<file path="config.mk">
export PLATFORM = sky130hd
export DESIGN_NAME = status_led_arbiter
export DESIGN_NICKNAME = d
export VERILOG_FILES = /design/src/rtl/status_led_arbiter.sv
export SDC_FILE = /design/constraint.sdc
export NUM_CORES = 1
export LEC_CHECK = 0
export CORE_MARGIN = 2
export CORE_UTILIZATION = 40
export DETAILED_ROUTE_END_ITERATION = 10
export GPL_ROUTABILITY_DRIVEN = 0
export PLACE_DENSITY = 0.67
export SYNTH_ARGS = -nofsm -noshare
export SYNTH_HDL_FRONTEND = slang
export SYNTH_SLANG_ARGS = --single-unit
</file>
<file path="constraint.sdc">
create_clock -name clock -period 3.53 [get_ports clock]
set_clock_uncertainty 0.1 [all_clocks]
set_input_delay 0.5295 -clock clock [delete_from_list [all_inputs] [get_ports clock]]
set_output_delay 0.5295 -clock clock [all_outputs]
set_load 0.02 [all_outputs]
</file>
<file path="src/rtl/status_led_arbiter.sv">
// Drives the 8 status LEDs from a blinking error code, an occupancy bargraph or the idle pattern; sources change only on display ticks.
// leds and activeSource are registered together one cycle after inputs/state change; no backpressure, errAck closes each error request.
module status_led_arbiter #(
    parameter int TICK_DIV       = 3000000,
    parameter int MIN_HOLD_TICKS = 4,
    parameter int BLINK_TICKS    = 2,
    parameter int ERR_BLINKS     = 3
) (
    input  logic       clock,
    input  logic       nReset,
    input  logic [7:0] idlePattern,
    input  logic       levelReq,
    input  logic [7:0] level,
    input  logic       errReq,
    input  logic [7:0] errCode,
    output logic       errAck,
    output logic       errDropped,
    output logic [1:0] activeSource,
    output logic       tick,
    output logic [7:0] leds
);

    localparam int CW = (TICK_DIV > 1) ? $clog2(TICK_DIV) : 1;
    localparam int HW = $clog2(MIN_HOLD_TICKS + 2);
    localparam int PW = $clog2(BLINK_TICKS + 1);
    localparam int BW = $clog2(ERR_BLINKS + 1);

    typedef enum logic [1:0] {
        SRC_IDLE  = 2'd0,
        SRC_LEVEL = 2'd1,
        SRC_ERROR = 2'd2
    } src_t;

    logic [CW-1:0] presc;
    src_t          state, state_nxt, target;
    logic [HW-1:0] hold, hold_nxt;
    logic [PW-1:0] ph_cnt, ph_cnt_nxt;
    logic          ph_on, ph_on_nxt;
    logic [BW-1:0] blink, blink_nxt;
    logic          done, done_nxt;
    logic          pend, pend_nxt;
    logic [7:0]    code, code_nxt;
    logic          ack_nxt, dropped_nxt, completing;
    logic [3:0]    bar_n;
    logic [7:0]    bar, leds_nxt;

    assign tick         = (presc == CW'(TICK_DIV - 1));
    assign activeSource = state;

    always_comb begin
        state_nxt   = state;
        hold_nxt    = hold;
        ph_cnt_nxt  = ph_cnt;
        ph_on_nxt   = ph_on;
        blink_nxt   = blink;
        done_nxt    = done;
        pend_nxt    = pend;
        code_nxt    = code;
        ack_nxt     = 1'b0;
        dropped_nxt = errDropped;
        completing  = 1'b0;
        target      = pend ? SRC_ERROR : (levelReq ? SRC_LEVEL : SRC_IDLE);

        if (tick) begin
            if (state != SRC_ERROR) begin
                if (target == SRC_ERROR) begin
                    state_nxt  = SRC_ERROR;
                    hold_nxt   = '0;
                    ph_cnt_nxt = '0;
                    ph_on_nxt  = 1'b1;
                    blink_nxt  = '0;
                    done_nxt   = 1'b0;
                end else if (target != state && hold >= HW'(MIN_HOLD_TICKS)) begin
                    state_nxt = target;
                    hold_nxt  = '0;
                end else if (hold < HW'(MIN_HOLD_TICKS)) begin
                    hold_nxt = hold + HW'(1);
                end
            end else if (done) begin
                // A request accepted after completion restarts the sequence in place.
                hold_nxt = '0;
                done_nxt = 1'b0;
                if (target == SRC_ERROR) begin
                    ph_cnt_nxt = '0;
                    ph_on_nxt  = 1'b1;
                    blink_nxt  = '0;
                end else begin
                    state_nxt = target;
                end
            end else if (ph_cnt == PW'(BLINK_TICKS - 1)) begin
                ph_cnt_nxt = '0;
                if (ph_on) begin
                    ph_on_nxt = 1'b0;
                end else if (blink == BW'(ERR_BLINKS - 1)) begin
                    completing = 1'b1;
                end else begin
                    ph_on_nxt = 1'b1;
                    blink_nxt = blink + BW'(1);
                end
            end else begin
                ph_cnt_nxt = ph_cnt + PW'(1);
            end
        end

        if (completing) begin
            ack_nxt = 1'b1;
            if (errReq) begin
                code_nxt   = errCode;
                ph_cnt_nxt = '0;
                ph_on_nxt  = 1'b1;
                blink_nxt  = '0;
            end else begin
                pend_nxt  = 1'b0;
                done_nxt  = 1'b1;
                ph_on_nxt = 1'b0;
            end
        end else if (errReq) begin
            if (!pend) begin
                pend_nxt = 1'b1;
                code_nxt = errCode;
            end else begin
                dropped_nxt = 1'b1;
            end
        end

        bar_n = 4'(({1'b0, level} + 9'd31) >> 5);
        bar   = '0;
        for (int i = 0; i < 8; i++) begin
            bar[i] = (bar_n > 4'(i));
        end

        case (state_nxt)
            SRC_LEVEL: leds_nxt = bar;
            SRC_ERROR: leds_nxt = ph_on_nxt ? code_nxt : 8'h00;
            default:   leds_nxt = idlePattern;
        endcase
    end

    always_ff @(posedge clock) begin
        if (!nReset) begin
            presc      <= '0;
            state      <= SRC_IDLE;
            hold       <= '0;
            ph_cnt     <= '0;
            ph_on      <= 1'b0;
            blink      <= '0;
            done       <= 1'b0;
            pend       <= 1'b0;
            code       <= '0;
            errAck     <= 1'b0;
            errDropped <= 1'b0;
            leds       <= '0;
        end else begin
            presc      <= tick ? '0 : presc + CW'(1);
            state      <= state_nxt;
            hold       <= hold_nxt;
            ph_cnt     <= ph_cnt_nxt;
            ph_on      <= ph_on_nxt;
            blink      <= blink_nxt;
            done       <= done_nxt;
            pend       <= pend_nxt;
            code       <= code_nxt;
            errAck     <= ack_nxt;
            errDropped <= dropped_nxt;
            leds       <= leds_nxt;
        end
    end

endmodule
</file>
==> flow_summary.toml <==
[run_status]
status = "complete, no violations"

[finish]
final_cell_mix = "dfxtp_1 (49), clkdlybuf4s50_1 (40), nor2_1 (35)"
diodes = 0
syn2layout_area_growth_pct = 26.1
nNetsFinal = 407
final_common_cell = "dfxtp_1"
drive_above_1_share_pct = 11.5
fill_cells = 615

[place]
port_buffers = 40
dp_hpwl_um = 4870

[route]
met2_length_um = 2920
drt-initial-drc-count = 144
drc = 0
postRouteAntennaNets = 0
wl_met1_um = 3220
first_pass_iters = 4
routed_via_density = 5.45
wirelength_um = 6550
wl_met3_um = 314
post_drt_wl_per_cell_um = 14.5
highest_layer = "met4"
vias = 2451

[worst_setup_path]
crit_type = "reg -> reg"
setup.worst_path.end_class = "flop"
worstPathArrival_ns = 3.38
cp-start-kind = "flop"
path_max_fanout = 8
cp_data_required_time_ns = 3.58

[synthesis]
synth_warnings = 0
ys_ff_latch = 52
ys_seq_area_share_pct = 38.7
syn_inst = 320
synthFlopType = "dfxtp_1"
syn_avg_cell_area_sq_um = 8.40
synth_edf_count = 0
synth.net_count = 355
synthDistinctLibCells = 52
synthTopCellsByArea = "dfxtp_1 (39%), nor2_1 (5.2%), xnor2_1 (4.9%)"
syn_area_sq_um = 2690
yosysTopAreaCell = "dfxtp_1"
yosysTopAreaCellShare_pct = 38.7
synthArstFlopShare_pct = 0

[clock_network]
cts.path.max_buffers = 2
clock_latency_ns = 0.31
cts_tree = "built"
cts-hold-fix-buffers = 0
path_clk_slew_ns = 0.09
cts-buffers-inserted = 5
cts-htree-levels = 2
cts-root-buf = "clkbuf_8"
clkSinkCount = 52

[pwr]
intPower_uw = 871
seqPwrFrac_pct = 53.5
pwr-share-clk_pct = 36.2
switchingPower_uw = 262
power_density_nw_per_um2 = 335
comb_power_share_pct = 10.2
vdd_drop_max_uv = 195
p_leak_uw = 0.00126
p_sw_share_pct = 23.1

[global_routing]
antenna_found_initial = 0
grt_pass1_wl_um = 10900
overflow = 0
grt_pass1_vias = 2315
grt_max_degree = 19
grt_usage_pct = 18.6

[sta]
worstMarginPinSlew_ns = 0.657
hold_violations = 0
post-route-min-period_ns = 3.33
rsz0062_at_grt = "false"
fmax_ghz = 0.300
setup_viol = 0
slew_headroom_pct = 56.0
slew_violations = 0
whs_ns = 0.348
tns_ns = 0
finalCritPeriodShare_pct = 94.3

[floorplan]
die_area_sq_um = 7390
ios = 41
core.rowCount = 29
initial_core_util_pct = 41.8
dieWidth_um = 86.0
coreArea_sq_um = 6420
die_height_um = 86.0

[hold_path]
hp-class = "reg -> reg"

[flow_run]
max-cap-violations = 0
repair_timing:
item / in CTS / in global routing
endpoints found under the setup margin: 0 / 4
buffers inserted: 0 / 1
endpoints found under the hold margin: 0 / 0
resized for setup: 0 / 7
final timing paths:
check | from | end | slack (ns) | cells past startpoint
max | presc[7]$_SDFF_PP0_ | leds[3]$_SDFF_PN0_ | 0.20 | 11
min | presc[0]$_SDFF_PP0_ | presc[0]$_SDFF_PP0_ | 0.35 | 1
max reg2reg | presc[7]$_SDFF_PP0_ | leds[3]$_SDFF_PN0_ | 0.20 | 11
min reg2reg | presc[0]$_SDFF_PP0_ | presc[0]$_SDFF_PP0_ | 0.35 | 1
registers in the layout, summed over array words and instances (netlist names):
| name | count |
|---|---|
| code | 8 |
| errDropped | 1 |
| errAck | 1 |
| ph_on | 1 |
| activeSource | 2 |
| pend | 1 |
| blink | 2 |
| ph_cnt | 2 |
| presc | 22 |
| leds | 8 |
| hold | 3 |
| done | 1 |
final cells by class:
class | count | area [sq um] | area share, %
clock inverters | 3 | 42.5 | 1.26
well taps | 77 | 96.3 | 2.84
clock buffers | 5 | 68.8 | 2.03
repair buffers | 56 | 520 | 15.4
inverters | 15 | 56.3 | 1.66
multi-input cells | 242 | 1560 | 46.0
flip-flops and latches | 52 | 1040 | 30.8
metrics by stage:
stage                     util (%)  std cells  area (sq um)  total power [uW]  setup slack, ns
after floorplan                  -        320          2690               670           0.0528
after global placement        50.7        441          3250               735            0.216
after detailed placement      50.7        441          3250               735            0.173
after CTS                     52.4        449          3360              1140            0.144
after global routing          52.8        450          3390              1180          0.00470
final                         52.8        450          3390              1130            0.201
synth_stat cells (7+ instances only):
| master | number |
|---|---|
| a21oi_1 | 16 |
| and2_1 | 9 |
| clkbuf_1 | 9 |
| dfxtp_1 | 52 |
| ha_1 | 7 |
| inv_1 | 15 |
| nand2_1 | 32 |
| nand3_1 | 10 |
| nor2_1 | 37 |
| nor3_1 | 8 |
| o21ai_0 | 16 |
| xnor2_1 | 15 |
worst max-delay path, cell delays in order (launching register included):
cell and delay [ns]:
dfxtp_2 0.36, or4bb_4 0.55, nor4_4 0.32, a31oi_1 0.12, or4b_4 0.54, and2_1 0.18, ha_1 0.30, buf_4 0.18
a21oi_2 0.12, o21ai_0 0.10, a221oi_1 0.23, a211oi_1 0.09
kinds of logic (layout without fill, tap and decap cells):
group           Yosys count  in the layout  share of synthesized area (%)
flops                    52             52                           38.7
compound gates           70             70                           17.1
simple gates            140            140                           28.7
buf+inv                  26             79                           3.72
xor+xnor                 20             20                           6.52
fa+ha+maj                 8              8                           3.63
mux                       4              4                           1.58
layer usage:
metal / up-vias / global-route usage (%)
li1: 1243 / -
met1: 1150 / 26.3
met2: 52 / 27.8
met3: 6 / 3.85
met4: 0 / 7.07
met5: - / 0
power by group through the flow:
| stage | clock network [uW] | registers (uW) | logic [uW] |
|---|---|---|---|
| detailed placement | 0 | 621 | 115 |
| global route | 443 | 609 | 127 |
| floorplan | 0 | 626 | 43.8 |
| finish | 411 | 607 | 116 |
| CTS | 421 | 607 | 116 |
| global placement | 0 | 620 | 115 |
(Power assumes the default switching activity.)
